## config.mk

```make
export PLATFORM = sky130hd
export DESIGN_NAME = bless_port_alloc_flat
export DESIGN_NICKNAME = d
export VERILOG_FILES = /design/src/rtl/bless_port_alloc_if.sv /design/src/rtl/bless_port_alloc.sv /design/src/flat_wrapper.sv
export SDC_FILE = /design/constraint.sdc
export NUM_CORES = 1
export LEC_CHECK = 0
export ABC_AREA = 0
export CORE_MARGIN = 10
export CORE_UTILIZATION = 49
export DETAILED_ROUTE_END_ITERATION = 8
export GPL_TIMING_DRIVEN = 0
export PLACE_DENSITY = 0.82
export SKIP_CTS_REPAIR_TIMING = 1
export SLEW_MARGIN = 20
export SYNTH_ARGS = -nofsm -noshare
export SYNTH_HDL_FRONTEND = slang
export SYNTH_SLANG_ARGS = --single-unit
```

## constraint.sdc

```tcl
create_clock -name clk -period 19.45 [get_ports clk]
set_input_delay 3.89 -clock clk [delete_from_list [all_inputs] [get_ports clk]]
set_output_delay 3.89 -clock clk [all_outputs]
set_load 0.05 [all_outputs]
```

## src/rtl/bless_port_alloc_if.sv

```systemverilog
// Flit-side bus of the deflection port allocator: four input slots, four
// stamped output slots, crossbar selects and the golden node ID.
`ifndef DATA_WIDTH_XBAR
`define DATA_WIDTH_XBAR 32
`endif
`ifndef NUM_PORT
`define NUM_PORT 5
`endif
`ifndef PC_INDEX_WIDTH
`define PC_INDEX_WIDTH 4
`endif
`ifndef NULL_PC
`define NULL_PC 3'd7
`endif
// Field positions are LSB indices; widths come from NUM_PORT-1, AGE_W, SRC_W.
`ifndef VALID_POS
`define VALID_POS 31
`endif
`ifndef PPV_POS
`define PPV_POS 27
`endif
`ifndef NL_PPV_POS
`define NL_PPV_POS 23
`endif
`ifndef AGE_POS
`define AGE_POS 15
`endif
`ifndef SRC_POS
`define SRC_POS 11
`endif

interface bless_port_alloc_if #(
    parameter int DATA_WIDTH = `DATA_WIDTH_XBAR,
    parameter int SRC_W      = 4,
    parameter int RANK_W     = `PC_INDEX_WIDTH - 1
);
    logic [DATA_WIDTH-1:0] in_0, in_1, in_2, in_3;
    logic [DATA_WIDTH-1:0] out_0, out_1, out_2, out_3;
    logic [RANK_W-1:0]     indir_rank0, indir_rank1, indir_rank2, indir_rank3;
    logic [SRC_W-1:0]      golden_id;

    modport master (
        output in_0, in_1, in_2, in_3,
        input  out_0, out_1, out_2, out_3,
        input  indir_rank0, indir_rank1, indir_rank2, indir_rank3,
        input  golden_id
    );

    modport slave (
        input  in_0, in_1, in_2, in_3,
        output out_0, out_1, out_2, out_3,
        output indir_rank0, indir_rank1, indir_rank2, indir_rank3,
        output golden_id
    );
endinterface

```

## src/rtl/bless_port_alloc.sv

```systemverilog
// Registered deflection port allocator: ranks four flits, grants one output
// port each, stamps grant and age. Golden-packet priority under GOLDEN_PKT_EN.
`ifndef DATA_WIDTH_XBAR
`define DATA_WIDTH_XBAR 32
`endif
`ifndef NUM_PORT
`define NUM_PORT 5
`endif
`ifndef PC_INDEX_WIDTH
`define PC_INDEX_WIDTH 4
`endif
`ifndef NULL_PC
`define NULL_PC 3'd7
`endif
`ifndef VALID_POS
`define VALID_POS 31
`endif
`ifndef PPV_POS
`define PPV_POS 27
`endif
`ifndef NL_PPV_POS
`define NL_PPV_POS 23
`endif
`ifndef AGE_POS
`define AGE_POS 15
`endif
`ifndef SRC_POS
`define SRC_POS 11
`endif

module bless_port_alloc #(
    parameter int DATA_WIDTH = `DATA_WIDTH_XBAR,
    parameter int AGE_W      = 8,
    parameter int SRC_W      = 4,
    parameter int NUM_NODES  = 16,
    parameter int EPOCH_LEN  = 64
) (
    input  logic              clk,
    input  logic              reset,
    bless_port_alloc_if.slave bus
);
    localparam int NP     = `NUM_PORT - 1;
    localparam int RANK_W = `PC_INDEX_WIDTH - 1;
    localparam int KEY_W  = AGE_W + 2;

    logic [DATA_WIDTH-1:0] in_a   [4];
    logic [DATA_WIDTH-1:0] out_d  [4];
    logic [DATA_WIDTH-1:0] out_q  [4];
    logic [RANK_W-1:0]     rank_d [4];
    logic [RANK_W-1:0]     rank_q [4];
    logic [3:0]            valid;
    logic [NP-1:0]         ppv    [4];
    logic [AGE_W-1:0]      age    [4];
    logic [3:0]            golden;
    logic [KEY_W-1:0]      key    [4];
    logic [1:0]            rank_pos [4];
    logic [NP-1:0]         grant  [4];
    logic [NP-1:0]         free;
    logic [NP-1:0]         cand;
    logic [SRC_W-1:0]      golden_id_w;

    assign in_a[0] = bus.in_0;
    assign in_a[1] = bus.in_1;
    assign in_a[2] = bus.in_2;
    assign in_a[3] = bus.in_3;

`ifdef GOLDEN_PKT_EN
    localparam int EP_W = (EPOCH_LEN > 1) ? $clog2(EPOCH_LEN) : 1;

    logic [EP_W-1:0]  epoch_d, epoch_q;
    logic [SRC_W-1:0] golden_id_d, golden_id_q;

    always_comb begin
        epoch_d     = epoch_q + EP_W'(1);
        golden_id_d = golden_id_q;
        if (epoch_q == EP_W'(EPOCH_LEN - 1)) begin
            epoch_d     = '0;
            golden_id_d = (golden_id_q == SRC_W'(NUM_NODES - 1)) ? '0 : golden_id_q + SRC_W'(1);
        end
    end

    always_ff @(posedge clk) begin
        if (reset) begin
            epoch_q     <= '0;
            golden_id_q <= '0;
        end else begin
            epoch_q     <= epoch_d;
            golden_id_q <= golden_id_d;
        end
    end

    assign golden_id_w = golden_id_q;
`else
    assign golden_id_w = '0;
`endif

    always_comb begin
        for (int k = 0; k < 4; k++) begin
            valid[k] = in_a[k][`VALID_POS];
            ppv[k]   = in_a[k][`PPV_POS +: NP];
            age[k]   = in_a[k][`AGE_POS +: AGE_W];
`ifdef GOLDEN_PKT_EN
            golden[k] = (in_a[k][`SRC_POS +: SRC_W] == golden_id_w);
`else
            golden[k] = 1'b0;
`endif
            // Valid as the top key bit pushes invalid slots to the back.
            key[k] = {valid[k], golden[k], age[k]};
        end
    end

    // All-pairs comparison: each loss pushes a slot one rank position back.
    always_comb begin
        for (int k = 0; k < 4; k++) rank_pos[k] = 2'd0;
        for (int i = 0; i < 3; i++) begin
            for (int j = i + 1; j < 4; j++) begin
                if (key[i] >= key[j]) rank_pos[j] = rank_pos[j] + 2'd1;
                else                  rank_pos[i] = rank_pos[i] + 2'd1;
            end
        end
    end

    always_comb begin
        free = '1;
        cand = '0;
        for (int k = 0; k < 4; k++) grant[k] = '0;
        for (int r = 0; r < 4; r++) begin
            for (int k = 0; k < 4; k++) begin
                if (valid[k] && rank_pos[k] == 2'(r)) begin
                    cand = ppv[k] & free;
                    if (cand == '0) cand = free;
                    grant[k] = cand & (~cand + NP'(1));
                    free     = free & ~grant[k];
                end
            end
        end
    end

    always_comb begin
        for (int k = 0; k < 4; k++) begin
            out_d[k]  = in_a[k];
            rank_d[k] = `NULL_PC;
            out_d[k][`NL_PPV_POS +: NP] = '0;
            if (valid[k]) begin
                out_d[k][`NL_PPV_POS +: NP] = grant[k];
                out_d[k][`AGE_POS +: AGE_W] = (age[k] == '1) ? age[k] : age[k] + AGE_W'(1);
                rank_d[k] = RANK_W'(k);
            end
        end
    end

    always_ff @(posedge clk) begin
        if (reset) begin
            for (int k = 0; k < 4; k++) begin
                out_q[k]  <= '0;
                rank_q[k] <= `NULL_PC;
            end
        end else begin
            for (int k = 0; k < 4; k++) begin
                out_q[k]  <= out_d[k];
                rank_q[k] <= rank_d[k];
            end
        end
    end

    assign bus.out_0       = out_q[0];
    assign bus.out_1       = out_q[1];
    assign bus.out_2       = out_q[2];
    assign bus.out_3       = out_q[3];
    assign bus.indir_rank0 = rank_q[0];
    assign bus.indir_rank1 = rank_q[1];
    assign bus.indir_rank2 = rank_q[2];
    assign bus.indir_rank3 = rank_q[3];
    assign bus.golden_id   = golden_id_w;
endmodule

```

## src/flat_wrapper.sv

```systemverilog
// flat-port wrapper written by rule: the top's interface ports become plain ports
module bless_port_alloc_flat 
#(
    parameter int DATA_WIDTH = `DATA_WIDTH_XBAR,
    parameter int AGE_W      = 8,
    parameter int SRC_W      = 4,
    parameter int NUM_NODES  = 16,
    parameter int EPOCH_LEN  = 64
)
  (clk, reset, bus_in_0, bus_in_1, bus_in_2, bus_in_3, bus_out_0, bus_out_1, bus_out_2, bus_out_3, bus_indir_rank0, bus_indir_rank1, bus_indir_rank2, bus_indir_rank3, bus_golden_id);
  bless_port_alloc_if #(.DATA_WIDTH(DATA_WIDTH), .SRC_W(SRC_W)) bus_i ();
  input  logic clk;
  input  logic reset;
  input wire logic [$bits(bus_i.in_0)-1:0] bus_in_0;
  input wire logic [$bits(bus_i.in_1)-1:0] bus_in_1;
  input wire logic [$bits(bus_i.in_2)-1:0] bus_in_2;
  input wire logic [$bits(bus_i.in_3)-1:0] bus_in_3;
  output wire logic [$bits(bus_i.out_0)-1:0] bus_out_0;
  output wire logic [$bits(bus_i.out_1)-1:0] bus_out_1;
  output wire logic [$bits(bus_i.out_2)-1:0] bus_out_2;
  output wire logic [$bits(bus_i.out_3)-1:0] bus_out_3;
  output wire logic [$bits(bus_i.indir_rank0)-1:0] bus_indir_rank0;
  output wire logic [$bits(bus_i.indir_rank1)-1:0] bus_indir_rank1;
  output wire logic [$bits(bus_i.indir_rank2)-1:0] bus_indir_rank2;
  output wire logic [$bits(bus_i.indir_rank3)-1:0] bus_indir_rank3;
  output wire logic [$bits(bus_i.golden_id)-1:0] bus_golden_id;
  assign bus_i.in_0 = bus_in_0;
  assign bus_i.in_1 = bus_in_1;
  assign bus_i.in_2 = bus_in_2;
  assign bus_i.in_3 = bus_in_3;
  assign bus_out_0 = bus_i.out_0;
  assign bus_out_1 = bus_i.out_1;
  assign bus_out_2 = bus_i.out_2;
  assign bus_out_3 = bus_i.out_3;
  assign bus_indir_rank0 = bus_i.indir_rank0;
  assign bus_indir_rank1 = bus_i.indir_rank1;
  assign bus_indir_rank2 = bus_i.indir_rank2;
  assign bus_indir_rank3 = bus_i.indir_rank3;
  assign bus_golden_id = bus_i.golden_id;
  bless_port_alloc #(.DATA_WIDTH(DATA_WIDTH), .AGE_W(AGE_W), .SRC_W(SRC_W), .NUM_NODES(NUM_NODES), .EPOCH_LEN(EPOCH_LEN)) u_core (.clk(clk), .reset(reset), .bus(bus_i));
endmodule
```

==> flow_metrics.tcl <==
set metrics [dict create \
    max_freq_mhz 53.5 \
    synth_edf_count 0 \
    hp-class "primary input to flop" \
    yosys.area_share.adder_pct 8.50 \
    clock_tree.root_cell "clkbuf_16" \
    drv_slew 0 \
    postRouteWirelength_microns 39300 \
    leakagePower_nw 5.23 \
    yosys-top-cells-area "dfxtp_1 28%, ha_1 8.5%, nor2b_1 4.7%" \
    async_flop_share_pct 0 \
    critPathKind "primary input to flop" \
    crit_arrival_ns 19.05 \
    ys.flop_type "dfxtp_1" \
    io_pins 274 \
    drt_iter0_markers 1045 \
    ys_seq_area_share_pct 27.6 \
    cp-start-kind "primary input" \
    worstPathRequired_ns 19.80 \
    synth-seq-cells 132 \
    hold_viol 0 \
    tightest_slew_ns 0.870 \
    clk_pin_slew_ns 0.06 \
    end_kind "flop" \
    crit_slowest_cell "a211oi_1" \
    io_buffers 244 \
    top_layer "met4" \
    overflow 0 \
    dr.pass1.iters 6 \
    drv_cap 0 \
    outcome "finished, final reports clean" \
    wl_met2_microns 18700 \
    grt_pass1_wl_microns 59000 \
    coreArea_sq_mm 0.0193 \
    drive_gt1_share_pct 9.62 \
    wl_met1_microns 16000 \
    cts_inserted_buffers 17 \
    syn_to_final_growth_pct 35.1 \
    dp_hpwl_microns 32200 \
    setup_tns_ns 0 \
    wl_met3_microns 3330 \
    die_w_microns 160 \
    vias 10400 \
    ant_nets 0 \
    setup-violations-final 0 \
    relSlewSlack_pct 41.4 \
    synthSimpleGateAreaFrac_pct 24.7 \
    yosysWarnings 0 \
    ctsLongestPathBuffers 2 \
    yosysTopAreaCell "dfxtp_1" \
    cp-startpoint "bus_in_1[15]" \
    grt_pass1_vias 9958 \
    synth_compound_area_share_pct 31.5 \
    die_h_microns 160 \
    synth_cell_types 122 \
    crit_path_frequent_cell "a31oi_2" \
    fin_crit_sh_pct 96.1 \
    finalPower_mw 1.11 \
    netlist_area_sq_mm 0.00957 \
    antenna_found_initial 0 \
    synth-xor-area-share_pct 1.65 \
    grt_max_degree 17 \
    netlist_instances 1153 \
    cp-endpoint "u_core.out_q[3][24]$_SDFF_PP0_" \
    num_rows 51 \
    wl_per_cell_microns 23.1 \
    layout_common_cells "244 x clkdlybuf4s50_1, 132 x dfxtp_1, 98 x nor2_1" \
    synth_top_family_by_area "compound AO/OA/AOI/OAI gates" \
    crit_path_max_fanout 10 \
    layout.nets 1617 \
    cp_slowest_stage_delay_ns 0.70 \
    initial_core_util_pct 49.5 \
    power.density_mw_per_mm2 85.6 \
    track_usage_pct 29.3 \
    cts_tree "built" \
    ir_worst_vdd_v 0.0000515 \
    grt_setup_unrepaired "false" \
    die_area_sq_mm 0.0255 \
    synthMuxAreaShare_pct 0.471 \
    final_common_cell "clkdlybuf4s50_1" \
    fin_crit_ns 18.70 \
    synth_top_area_share_pct 27.6 \
    drc 0 \
    syn_area_per_cell_sq_um 8.30 \
    routabilityCongestion 1.01 \
    via_per_inst 6.12 \
    antenna_cells 0 \
    cts.sinks 132 \
    cts.htree.levels 4 \
]
## kinds of logic after synthesis
logic type / count (synthesis)
muxes: 4
buffers and inverters: 110
adders and majority gates: 65
AOI/OAI and AO/OA: 368
xor gates and xnor gates: 18
DFF: 132
other: 2
and+or+nand+nor: 454
## report_power, final
part           switching [mW]  internal, mW  total [mW]
Sequential            0.00435         0.286       0.291
Combinational           0.333         0.178       0.511
Clock                   0.136         0.169       0.305
## layer usage
| layer | GRT usage (%) | up-vias |
|---|---|---|
| met1 | 35.9 | 4913 |
| met4 | 9.94 | 0 |
| met5 | 0 | - |
| met3 | 5.91 | 86 |
| met2 | 49.9 | 588 |
| li1 | - | 4824 |
## registers in the layout, indices dropped and copies added, names as in the netlist
signal	flops
u_core.out_q	128
u_core.rank_q	4
## layout make-up
cell class	count	area [sq um]
clock inverters	15	135
plain buffers	45	280
well taps	265	332
clock buffers	17	425
flip-flops and latches	132	2640
repair buffers	244	2440
inverters	65	244
fillers	1616	6410
multi-input cells	917	6430
## cell usage after synthesis (all sizes together), types with 16 or more instances
master  number
a21o        22
buf         25
and2        22
dfxtp      132
o211ai      23
nand2b      24
nor3        34
a31oi       36
a211oi      18
a21oi       74
nor2        98
nand4       21
nand2       84
nand3       40
nor2b       72
xnor2       16
o21ai       42
ha          65
inv         62
clkbuf      17
## worst min-delay path by stage
stage            startpoint                        endpoint  slack (ns)  cells past startpoint
3_5_place_dp   bus_in_0[30]  u_core.out_q[0][30]$_SDFF_PP0_        4.29                      2
3_3_place_gp   bus_in_0[30]  u_core.out_q[0][30]$_SDFF_PP0_        4.29                      2
4_1_cts        bus_in_0[30]  u_core.out_q[0][30]$_SDFF_PP0_        3.84                      2
2_1_floorplan         reset  u_core.out_q[3][31]$_SDFF_PP0_        4.00                      1
5_1_grt        bus_in_0[30]  u_core.out_q[0][30]$_SDFF_PP0_        3.86                      2
6_report       bus_in_0[30]  u_core.out_q[0][30]$_SDFF_PP0_        3.86                      2
## worst max-delay path, delay by kind of cell
family          cells  cell delay [ns]
compound gates     37            11.18
simple gates       12             1.93
buf+inv             4             0.96
fa+ha+maj           2             0.59
mux                 1             0.46
## through the flow
stage | utilization (%) | instances | hold WS [ns] | cell area, sq um | setup slack, ns
2_1_floorplan | - | 1159 | 4.00 | 9590 | 3.57
3_3_place_gp | 63.9 | 1668 | 4.29 | 12400 | 0.632
3_5_place_dp | 63.9 | 1668 | 4.29 | 12400 | 0.607
4_1_cts | 66.8 | 1700 | 3.84 | 12900 | 0.998
5_1_grt | 66.9 | 1700 | 3.86 | 12900 | 0.0513
6_report | 66.9 | 1700 | 3.86 | 12900 | 0.750
(Power assumes the default switching activity.)
